<file path="src/rtl/mc_controller.sv">
// rtl/mc_controller.sv - multi-cycle MIPS-subset control FSM with retired-instruction counter
module mc_controller #(
    parameter int CNT_W = 32
) (
    input  logic             clk,
    input  logic             reset_n,
    input  logic [5:0]       opcode,
    input  logic [5:0]       func,
    input  logic             zero,
    input  logic             mem_ready,
    output logic             mem_req,
    output logic             mem_we,
    output logic             ir_we,
    output logic             pc_we,
    output logic [1:0]       npc_sel,
    output logic             reg_we,
    output logic [1:0]       reg_dst,
    output logic [1:0]       wd_sel,
    output logic             alu_src_b,
    output logic [1:0]       ext_op,
    output logic [1:0]       alu_op,
    output logic [2:0]       state,
    output logic             illegal,
    output logic [CNT_W-1:0] instr_cnt
);

    typedef enum logic [2:0] {
        S_FETCH  = 3'd0,
        S_DECODE = 3'd1,
        S_EXEC   = 3'd2,
        S_MEM    = 3'd3,
        S_WB     = 3'd4,
        S_RESET  = 3'd7
    } state_t;

    typedef enum logic [3:0] {
        I_ILL, I_NOP, I_ADDU, I_SUBU, I_JR, I_ORI, I_LUI, I_LW, I_SW, I_BEQ, I_JAL
    } instr_t;

    state_t cur, nxt;
    instr_t icls;
    logic   alu_src_b_i;
    logic [1:0] ext_op_i, alu_op_i;
    logic   retire;

    always_ff @(posedge clk or negedge reset_n) begin
        if (!reset_n) begin
            cur <= S_RESET;
        end else begin
            cur <= nxt;
        end
    end

    // The counter shares the asynchronous reset so a mid-instruction reset
    // clears it together with the state.
    always_ff @(posedge clk or negedge reset_n) begin
        if (!reset_n) begin
            instr_cnt <= '0;
        end else if (retire) begin
            instr_cnt <= instr_cnt + CNT_W'(1);
        end
    end

    assign retire = (nxt == S_FETCH) && (cur != S_FETCH) && (cur != S_RESET);
    assign state  = cur;

    always_comb begin
        icls = I_ILL;
        case (opcode)
            6'b000000: begin
                case (func)
                    6'b100001: icls = I_ADDU;
                    6'b100011: icls = I_SUBU;
                    6'b001000: icls = I_JR;
                    6'b000000: icls = I_NOP;
                    default:   icls = I_ILL;
                endcase
            end
            6'b001101: icls = I_ORI;
            6'b001111: icls = I_LUI;
            6'b100011: icls = I_LW;
            6'b101011: icls = I_SW;
            6'b000100: icls = I_BEQ;
            6'b000011: icls = I_JAL;
            default:   icls = I_ILL;
        endcase
    end

    // ALU setup per instruction; driven in EXEC and held through MEM and WB
    // so the datapath result stays stable until it is consumed.
    always_comb begin
        alu_src_b_i = 1'b0;
        ext_op_i    = 2'd0;
        alu_op_i    = 2'd0;
        case (icls)
            I_SUBU, I_BEQ: alu_op_i = 2'd1;
            I_ORI: begin
                alu_op_i    = 2'd2;
                alu_src_b_i = 1'b1;
            end
            I_LUI: begin
                alu_op_i    = 2'd2;
                alu_src_b_i = 1'b1;
                ext_op_i    = 2'd2;
            end
            I_LW, I_SW: begin
                alu_src_b_i = 1'b1;
                ext_op_i    = 2'd1;
            end
            default: ;
        endcase
    end

    always_comb begin
        nxt       = cur;
        mem_req   = 1'b0;
        mem_we    = 1'b0;
        ir_we     = 1'b0;
        pc_we     = 1'b0;
        npc_sel   = 2'd0;
        reg_we    = 1'b0;
        reg_dst   = 2'd0;
        wd_sel    = 2'd0;
        alu_src_b = 1'b0;
        ext_op    = 2'd0;
        alu_op    = 2'd0;
        illegal   = 1'b0;
        case (cur)
            S_RESET: nxt = S_FETCH;
            S_FETCH: begin
                mem_req = 1'b1;
                if (mem_ready) begin
                    ir_we = 1'b1;
                    pc_we = 1'b1;
                    nxt   = S_DECODE;
                end
            end
            S_DECODE: begin
                nxt = S_FETCH;
                case (icls)
                    I_JAL: begin
                        pc_we   = 1'b1;
                        npc_sel = 2'd2;
                        reg_we  = 1'b1;
                        reg_dst = 2'd2;
                        wd_sel  = 2'd2;
                    end
                    I_JR: begin
                        pc_we   = 1'b1;
                        npc_sel = 2'd3;
                    end
                    I_NOP: ;
                    I_ILL: illegal = 1'b1;
                    default: nxt = S_EXEC;
                endcase
            end
            S_EXEC: begin
                alu_src_b = alu_src_b_i;
                ext_op    = ext_op_i;
                alu_op    = alu_op_i;
                case (icls)
                    I_BEQ: begin
                        nxt = S_FETCH;
                        if (zero) begin
                            pc_we   = 1'b1;
                            npc_sel = 2'd1;
                        end
                    end
                    I_LW, I_SW: nxt = S_MEM;
                    default:    nxt = S_WB;
                endcase
            end
            S_MEM: begin
                alu_src_b = alu_src_b_i;
                ext_op    = ext_op_i;
                alu_op    = alu_op_i;
                mem_req   = 1'b1;
                mem_we    = (icls == I_SW);
                if (mem_ready) begin
                    nxt = (icls == I_LW) ? S_WB : S_FETCH;
                end
            end
            S_WB: begin
                alu_src_b = alu_src_b_i;
                ext_op    = ext_op_i;
                alu_op    = alu_op_i;
                reg_we    = 1'b1;
                nxt       = S_FETCH;
                case (icls)
                    I_ADDU, I_SUBU: reg_dst = 2'd1;
                    I_LW:           wd_sel  = 2'd1;
                    default: ;
                endcase
            end
            default: nxt = S_RESET;
        endcase
    end

endmodule

</file>
<file path="config.mk">
export PLATFORM = sky130hd
export DESIGN_NAME = mc_controller
export DESIGN_NICKNAME = d
export VERILOG_FILES = /design/src/rtl/mc_controller.sv
export SDC_FILE = /design/constraint.sdc
export NUM_CORES = 1
export LEC_CHECK = 0
export BUFFER_PORTS_ARGS = -buffer_cell sky130_fd_sc_hd__buf_4
export CORE_ASPECT_RATIO = 0.9
export CORE_MARGIN = 3
export CORE_UTILIZATION = 55
export CTS_CLUSTER_SIZE = 24
export DETAILED_ROUTE_END_ITERATION = 7
export GPL_TIMING_DRIVEN = 0
export HOLD_SLACK_MARGIN = 0.02
export PLACE_DENSITY = 0.85
export RECOVER_POWER = 100
export SETUP_SLACK_MARGIN = 0.02
export SYNTH_ARGS = -nofsm -noshare
export SYNTH_HDL_FRONTEND = slang
export SYNTH_SLANG_ARGS = --single-unit
</file>
<file path="constraint.sdc">
create_clock -name clk -period 6.1 [get_ports clk]
set_input_delay 0.61 -clock clk [delete_from_list [all_inputs] [get_ports clk]]
set_output_delay 0.61 -clock clk [all_outputs]
set_load 0.005 [all_outputs]
</file>
=== Yosys cells after proc, flatten, opt, wreduce, memory -nomap -nowiden ===
Cells that the tools add are included.

* Flip-flop bits (word level): 35
* Input port bits: 16
* Output and inout bits: 52
* Logic and storage cells: 81

* Add/subtract/negate cells: 1
* Eq/ne operators: 25
* Mux-type cells: 35
* Reductions and logical operators: 18

{| class="wikitable"
|+ Operators by type and width
! kind !! number
|-
| 32-bit by 1-bit adder with 32-bit output (second input constant) || 1
|-
| 4-bit case mux with 7 select lines || 1
|-
| 6-bit equality test (second input constant) || 4
|-
| 2-bit case mux with 2 select lines || 6
|-
| 6-bit by 4-bit equality test with 1-bit output (second input constant) || 3
|-
| 4-bit by 3-bit equality test with 1-bit output (second input constant) || 4
|-
| 1-bit two-way mux || 16
|-
| 3-bit case mux with 5 select lines || 1
|-
| 2-bit OR reduction || 7
|-
| 4-bit equality test (second input constant) || 3
|-
| 6-bit logical NOT || 2
|-
| 3-bit case mux with 4 select lines || 1
|-
| 3-bit two-way mux || 3
|-
| 4-bit by 2-bit equality test with 1-bit output (second input constant) || 2
|-
| 2-bit two-way mux || 4
|-
| 4-bit OR reduction || 2
|-
| 3-bit by 2-bit equality test with 1-bit output (second input constant) || 2
|-
| 3-bit equality test (second input constant) || 2
|-
| 6-bit by 2-bit equality test with 1-bit output (second input constant) || 1
|-
| 6-bit by 3-bit equality test with 1-bit output (second input constant) || 1
|-
| 3-bit logical NOT || 2
|-
| 3-bit case mux with 2 select lines || 1
|-
| 4-bit by 1-bit equality test with 1-bit output (second input constant) || 1
|-
| 4-bit logical NOT || 1
|-
| 7 further kinds || 8
|}

=== Depth between registers and ports, before layout ===
Gate-level depths: netlist of run 1.

* Word-level depth: 10
* Gate-level depth with buffers: 8
* Depth with buffers taken out: 6

=== Worst setup path after synthesis of run 1 ===
Ideal clock, no wire load.

* Path kind: input to register
* Start: input port opcode[1]
* End: register instr_cnt[8]
* Setup time: 125 ps
* Data arrival time: 2740 ps
* Required time: 5975 ps
* Setup slack: 3235 ps
* Stages on the path: 8
* Buffers on the path: 2
* Path through: buf_6 > or3_4 > or3_4 > a211o_1 > or2_1 > buf_6 > or4_4 > xnor2_2

* Word-level cells in the longest chain between the ends: 9
* Elaborated cells between the ends (all ways): 25
* Those cells by class: eq/ne (12); mux (6); reduce/logical (7)

{| class="wikitable"
|+ Ends and longest elaborated chain
! what !! line !! source
|-
| start: declaration || 7 || <nowiki>input logic [5:0] opcode,</nowiki>
|-
| 6-bit by 2-bit equality test with 1-bit output (tied with other cells) || 69 || <nowiki>case (opcode)</nowiki>
|-
| 4-bit case mux with 7 select lines (*) || 69 ||
|-
| 4-bit equality test / 4-bit by 3-bit equality test with 1-bit output (equally long branches) || 161, 180 ||
|-
| 2-bit OR reduction / 3-bit two-way mux (equally long branches) || 161, 180 ||
|-
| 3-bit case mux with 2 select lines / 3-bit two-way mux (equally long branches) || 161, 179 ||
|-
| 3-bit case mux with 5 select lines (*) || 128 || <nowiki>case (cur)</nowiki>
|-
| net nxt[2] || 40 || <nowiki>state_t cur, nxt;</nowiki>
|-
| 3-bit logical NOT (*) || 64 || <nowiki>assign retire = (nxt == S_FETCH) && (cur != S_FETCH) && (cur != S_RESET);</nowiki>
|-
| 1-bit logical AND (*) (2 in series) || 64 ||
|-
| end signal: assignment || 60 || <nowiki>instr_cnt <= instr_cnt + CNT_W'(1);</nowiki>
|-
| end: declaration || 24 || <nowiki>output logic [CNT_W-1:0] instr_cnt</nowiki>
|}

Mark *: on every way through the listed nets, which the timed path passes. The rest lies on a longest branch.
A chain may end at the register's enable or synchronous reset.

=== Worst setup path after layout of run 1 ===
* Start: input port opcode[3]
* End: output port alu_src_b

* Word-level cells in the longest chain between the ends: 6
* Elaborated cells between the ends (all ways): 15
* Those cells by class: eq/ne (10); mux (3); reduce/logical (2)

{| class="wikitable"
|+ Ends and longest elaborated chain
! what !! line !! source
|-
| 6-bit by 2-bit equality test with 1-bit output (tied with other cells) || 69 ||
|-
| 4-bit case mux with 7 select lines (*) || 69 ||
|-
| 4-bit equality test / 4-bit by 3-bit equality test with 1-bit output (equally long branches) || 95 || <nowiki>case (icls)</nowiki>
|-
| 4-bit OR reduction (no line) (*) || -- ||
|-
| 1-bit two-way mux (*) || 95 ||
|-
| 1-bit two-way mux (*) || 128 ||
|-
| end: declaration || 19 || <nowiki>output logic alu_src_b,</nowiki>
|}

Mark *: on every way between the ends. The rest lies on a longest branch, timed or not.

==> results.txt, run 1 <==
status -> finished with violations
failing checks -> max-capacitance violations, max-slew violations
Main synth FF type -> dfrtp_1
Worst-path clk slew -> 60 ps
Final Net Count -> 320
Worst setup SP type -> input pin
Post-Synthesis Cell Area -> 0.002205 mm2
Synth Register Bits -> 35
post-CTS sizing -> 0
syn_nets -> 250
initial antenna violation count -> 0
commonest non-fill, non-tap cell in the layout -> clkbuf_4
DP HPWL -> 4284 um
Critical Path Source -> opcode[3]
combinational share of power -> 43.1%
residual DRC count -> 0
CP arrival -> 2610 ps
Net Sw Power -> 0.3344 mW
R2R setup slack -> 3170 ps
Setup CP Type -> in2out
die area -> 0.004805 mm2
n_diodes -> 0
TritonCTS clock tree -> done
worst-skew pair later-pin latency -> 290 ps
DR vias/cell -> 6.077
WL final -> 5847 um
Rel. slew slack -> -24.54%
final hold vios -> 0
Post-DRT Antenna Nets -> 0
Critical R2R Capture -> instr_cnt[26]
Post-Synth Adder-Cell Area -> 0.5675%
Layout Skew -> 7.197 ps
xor/xnor cell area share of the yosys netlist -> 14.93%
Max Cap Violations -> 1
yosys warns -> 0
cells after synthesis -> 233
cts hold-fix bufs -> 0
Crit Path Max Fanout -> 8
mux cell area share after synthesis -> 0.5108%
fmax -> 310.6 MHz
power per cell area -> 311.4 mW/mm2
Internal -> 0.5383 mW
Clock Power Share -> 19.4%
Peak VDD IR -> 300.7 uV
first-pass GRT wire length -> 9660 um
Cell Rows -> 21
CTS buffer count -> 5
Fillers -> 286
Post-Synth Simple-Gate Area -> 32.69%
Area Overhead vs Synth -> 27.13%
EDFF count, synth -> 0
worst min-delay path class -> reg2reg
worst hold slack -> 472.1 ps
final setup fails -> 0
LEAKAGE -> 1.134 nW
Starting DRT DRC Count -> 189
min cycle time layout -> 3220 ps
Slew Limit Fails -> 36
GP Congestion -> 0.8774
asr flop ratio synth -> 100.0%
Synth cell types -> 49
Ports -> 68
Sw Ratio -> 38.32%
WHS Path Cells -> 1
critical path endpoint -> alu_src_b
largest net degree at the start of global routing -> 36
via count -> 2121
gr usage total -> 25.89%
RSZ-0062 raised after global routing -> false
CP required -> 5490 ps
total negative slack -> 0 ps
worst-margin pin slew -> 1868 ps
Mapped Avg Cell Area -> 9.462 um2
layout cells sized above 1 -> 27.39%
vias in the first global route -> 2051
Multi-input gate area -> 0.001225 mm2
sequential power share -> 37.4%
R2R cell count -> 8
IO buf count -> 63
Starting Density -> 58.27%
worst reg2reg path startpoint -> state[0]
DR pass1 iterations -> 5
Num Clock Sinks -> 35
DR WL/cell -> 16.75 um
Compound-Gate Fraction of Synth Area -> 7.378%
Final period util -> 52.78%
Reg area -> 879.6 um2
total grt overflow -> 0
Crit. End Element -> output port
post-synthesis sequential area ratio -> 39.90%
die height -> 66.06 um
commonest non-fill, non-tap cells in the layout -> clkbuf_4, dfrtp_1, xnor2_1
Clock Path Buffers -> 2
Root Driver -> clkbuf_8
htree depth -> 2
die width -> 72.74 um
largest family of logic cells by synthesized area -> simple AND/OR/NAND/NOR gates
postcts setup bufs -> 0
core area -> 0.003784 mm2
-- stage by stage --
step           utilization [%]  instance area (um2)  setup slack, ps  power [mW]  std cells
2_1_floorplan                -                 2205             3235      0.5476        233
3_3_place_gp             72.29                 2735             3038      0.6977        342
3_5_place_dp             72.29                 2735             2958      0.7116        342
4_1_cts                  74.60                 2823             3003      0.8811        349
5_1_grt                  74.07                 2803             2724      0.9228        349
6_report                 74.07                 2803             2880      0.8727        349
-- metal layers --
metal  track usage (%)  up-vias  routed length [um]
met5                 0        -                   0
met2             40.88      113                2839
met3             6.383       10                 482
li1                  -      990                   -
met4             8.525        0                  62
met1             34.72     1008                2463
-- state kept, by name, summed over array words and instances (netlist names) --
register   cells
instr_cnt     32
state          3
-- kinds of logic after synthesis --
kind of cell,Yosys count
and+or+nand+nor,123
xor gates and xnor gates,35
DFF,35
AOI/OAI and AO/OA,22
buffers and inverters,16
muxes,1
adders and majority gates,1
-- layout make-up --
class / count / area share, %
repair buffers: 63 / 16.61
clock buffers: 6 / 2.946
flip-flops and latches: 35 / 31.38
well taps: 46 / 2.054
inverters: 3 / 0.4018
clock inverters: 1 / 0.1786
multi-input cells: 182 / 43.71
plain buffers: 13 / 2.723
-- power by group through the flow --
stage	Combinational (mW)	Sequential, mW	Clock [mW]
finish	0.376	0.327	0.170
global placement	0.369	0.329	0
CTS	0.380	0.329	0.172
detailed placement	0.379	0.333	0
floorplan	0.222	0.326	0
global route	0.408	0.334	0.181
-- critical path, stage by stage --
cell and delay (ps):
clkbuf_1 200, nor4_1 670, o211ai_1 200, o22ai_1 450, xor2_1 230, o22ai_1 90, clkbuf_4 150
-- cell usage after synthesis, types with 2 or more instances --
cell       n  area (um2)
nor3_1     8       40.04
nand2b_1   4       25.02
nor2b_1    3       18.77
o22ai_1    3       18.77
buf_6      3       33.78
clkbuf_1   6       22.52
or2_2      2       12.51
and2_1     4       25.02
inv_1      3       11.26
or4_4      3       33.78
xnor2_1   24       210.2
and3_1     4       25.02
or3_4      2       22.52
dfrtp_1   32       800.8
dfstp_2    3       78.83
nor2_1    16       60.06
nor4_1     9       56.30
o211ai_1   2       15.01
nand4b_1   4       35.03
a21oi_1    3       15.01
nand4_1   19       118.9
xor2_1     8       70.07
or3_1      4       25.02
nand3b_1   3       22.52
o21ai_0    2       10.01
buf_2      2       10.01
nand3_1   19       95.09
a211o_1    3       26.28
xnor2_2    3       48.80
nand2_1   12       45.04
nor4b_1    2       17.52
-- worst min-delay path by stage --
stage / startpoint / to / slack [ps]
floorplan: reset_n / instr_cnt[0] / 310
global placement: instr_cnt[31] / instr_cnt[31] / 460
detailed placement: instr_cnt[31] / instr_cnt[31] / 470
CTS: reset_n / instr_cnt[6] / 270
global route: instr_cnt[31] / instr_cnt[31] / 510
finish: instr_cnt[31] / instr_cnt[31] / 470
No activity file was read; power rests on OpenSTA's default activity.
==> run 2: changes to the inputs <==
--- a/config.mk
+++ b/config.mk
@@ -8,12 +8,12 @@
 export BUFFER_PORTS_ARGS = -buffer_cell sky130_fd_sc_hd__buf_4
 export CORE_ASPECT_RATIO = 0.9
 export CORE_MARGIN = 3
-export CORE_UTILIZATION = 55
+export CORE_UTILIZATION = 46
 export CTS_CLUSTER_SIZE = 24
 export DETAILED_ROUTE_END_ITERATION = 7
 export GPL_TIMING_DRIVEN = 0
 export HOLD_SLACK_MARGIN = 0.02
-export PLACE_DENSITY = 0.85
+export PLACE_DENSITY = 0.76
 export RECOVER_POWER = 100
 export SETUP_SLACK_MARGIN = 0.02
 export SYNTH_ARGS = -nofsm -noshare
==> constraint.sdc (replaced) <==
create_clock -name clk -period 2.95 [get_ports clk]
set_input_delay 0.295 -clock clk [delete_from_list [all_inputs] [get_ports clk]]
set_output_delay 0.295 -clock clk [all_outputs]
set_load 0.005 [all_outputs]
==> results.txt, run 2 (synthesis gave the netlist of run 1 again) <==
status -> finished with violations
failing checks -> max-capacitance violations, max-slew violations
Fillers -> 428 (+50%)
commonest non-fill, non-tap cell in the layout -> clkbuf_4
Num Clock Sinks -> 35 (unchanged)
worst-skew pair later-pin latency -> 290 ps (about the same)
DR pass1 iterations -> 4 (-1)
die width -> 78.98 um (+8.6%)
Ports -> 68 (unchanged)
DR vias/cell -> 5.852 (-3.7%)
Final period util -> 94.36%
CTS buffer count -> 5 (unchanged)
LEAKAGE -> 1.137 nW (+0.28%)
CP required -> 3120 ps (-2370 ps)
Worst setup SP type -> register
Starting Density -> 48.49% (-9.8 points)
initial antenna violation count -> 0 (unchanged)
Root Driver -> clkbuf_8
Cell Rows -> 23 (+9.5%)
TritonCTS clock tree -> done
Area Overhead vs Synth -> 28.77%
htree depth -> 2 (unchanged)
Setup CP Type -> reg2reg
Clock Path Buffers -> 2 (unchanged)
die height -> 71.68 um (+8.5%)
Slew Limit Fails -> 36 (unchanged)
worst-margin pin slew -> 1807 ps (-61.07 ps)
core area -> 0.004547 mm2 (+20%)
layout cells sized above 1 -> 28.29% (+0.90 points)
GP Congestion -> 0.9125 (+4.0%)
largest net degree at the start of global routing -> 36 (unchanged)
final hold vios -> 0 (unchanged)
Net Sw Power -> 0.6905 mW (+110%)
commonest non-fill, non-tap cells in the layout -> clkbuf_4, dfrtp_1, xnor2_1
Layout Skew -> 3.806 ps (-3.391 ps)
Rel. slew slack -> -20.46% (+4.1 points)
DR WL/cell -> 15.71 um (-6.2%)
total negative slack -> 0 ps (unchanged)
combinational share of power -> 42.8% (-0.3 points)
sequential power share -> 38.5% (+1.1 points)
final setup fails -> 0 (unchanged)
Internal -> 1.097 mW (+100%)
Final Net Count -> 320 (unchanged)
Post-DRT Antenna Nets -> 0 (unchanged)
Crit Path Max Fanout -> 10 (+2)
min cycle time layout -> 2784 ps
fmax -> 359.2 MHz
max reg flops -> 32 (unchanged)
Clock Power Share -> 18.7% (-0.7 points)
CP arrival -> 2960 ps (+350 ps)
gr usage total -> 21.13% (-4.8 points)
Peak VDD IR -> 358.0 uV (+19%)
total grt overflow -> 0 (unchanged)
residual DRC count -> 0 (unchanged)
Worst-path clk slew -> 70 ps (about the same)
power per cell area -> 629.7 mW/mm2 (+100%)
WL final -> 5751 um (-1.6%)
Starting DRT DRC Count -> 170 (-10%)
Crit. End Element -> register
via count -> 2142 (+0.99%)
Max Cap Violations -> 1 (unchanged)
final instance area -> 0.002839 mm2 (+1.3%)
DP HPWL -> 4268 um (-0.39%)
Sw Ratio -> 38.62% (+0.30 points)
worst min-delay path class -> in2reg
Top reg by flops -> instr_cnt
placed cell areas -> 0.002755 mm2 (+0.73%)
vias in the first global route -> 2001 (-2.4%)
n_diodes -> 0 (unchanged)
die area -> 0.005661 mm2 (+18%)
RSZ-0062 raised after global routing -> false
IO buf count -> 63 (unchanged)
first-pass GRT wire length -> 9473 um (-1.9%)
-- run 2: cell types whose count changed in the layout (fill, tap and decap cells not counted), sizes merged --
cell and change:
clkbuf +1, dlygate4sd3 +1, buf -1
-- run 2: final timing paths --
kind                          startpoint       endpoint  slack [ps]  cells past startpoint
min in group asynchronous        reset_n  instr_cnt[14]        1040                      2
max in group asynchronous        reset_n   instr_cnt[7]         870                      2
max reg2reg                     state[2]  instr_cnt[10]         170                      8
min reg2reg                instr_cnt[31]  instr_cnt[31]         480                      1
min                            mem_ready       state[1]         420                      4
max                             state[2]  instr_cnt[10]         170                      8
-- run 2: power by group through the flow --
| stage | clock network, mW | registers, mW | logic [mW] |
|---|---|---|---|
| after detailed placement | 0 | 0.686 | 0.782 |
| after global placement | 0 | 0.681 | 0.770 |
| final | 0.334 | 0.688 | 0.766 |
| after CTS | 0.340 | 0.678 | 0.785 |
| after floorplan | 0 | 0.674 | 0.458 |
| after global routing | 0.365 | 0.704 | 0.835 |
-- run 2: per-layer routing --
| layer | vias to the layer above | global-route usage (%) | share of wire (%) |
|---|---|---|---|
| met5 | - | 0 | 0 |
| met4 | 0 | 8.397 | 1.1 |
| met3 | 8 | 3.894 | 6.9 |
| met2 | 98 | 32.80 | 48 |
| met1 | 1037 | 29.34 | 44 |
| li1 | 999 | - | - |
-- run 2: repair_timing --
| action | in CTS | in global routing |
|---|---|---|
| resized for setup | 0 | 4 |
| setup endpoints to repair | 0 | 20 |
| endpoints found under the hold margin | 32 | 0 |
| setup buffers | 0 | 0 |
| hold buffers | 1 | 0 |
-- run 2: cell type report --
class	count	area, um2	share of cell area (%)
Clock buffer	7	76.32	2.688
Buffer	12	73.82	2.600
Clock inverter	1	5.005	0.1763
Multi-Input combinational cell	182	1240	43.68
Sequential cell	35	879.6	30.98
Timing Repair Buffer	64	475.5	16.75
Tap cell	62	77.57	2.732
Inverter	3	11.26	0.3967
-- run 2: worst max-delay path: stages (launching register included) --
cell,delay [ps]
dfstp_1,530
clkbuf_1,290
nor2b_1,180
o311a_1,180
a211o_1,350
or2_1,250
buf_6,140
or4_1,570
xnor2_2,160
-- run 2: per-stage QoR --
step	util [%]	hold slack, ps	cells	total power, mW	worst slack, ps
final	62.44	416.3	366	1.788	166.4
after global routing	62.44	447.0	366	1.904	37.16
after CTS	62.60	396.5	367	1.803	77.46
after detailed placement	60.59	264.9	358	1.468	93.10
after global placement	60.59	266.8	358	1.451	145.2
after floorplan	-	-0.5911	233	1.132	400.2
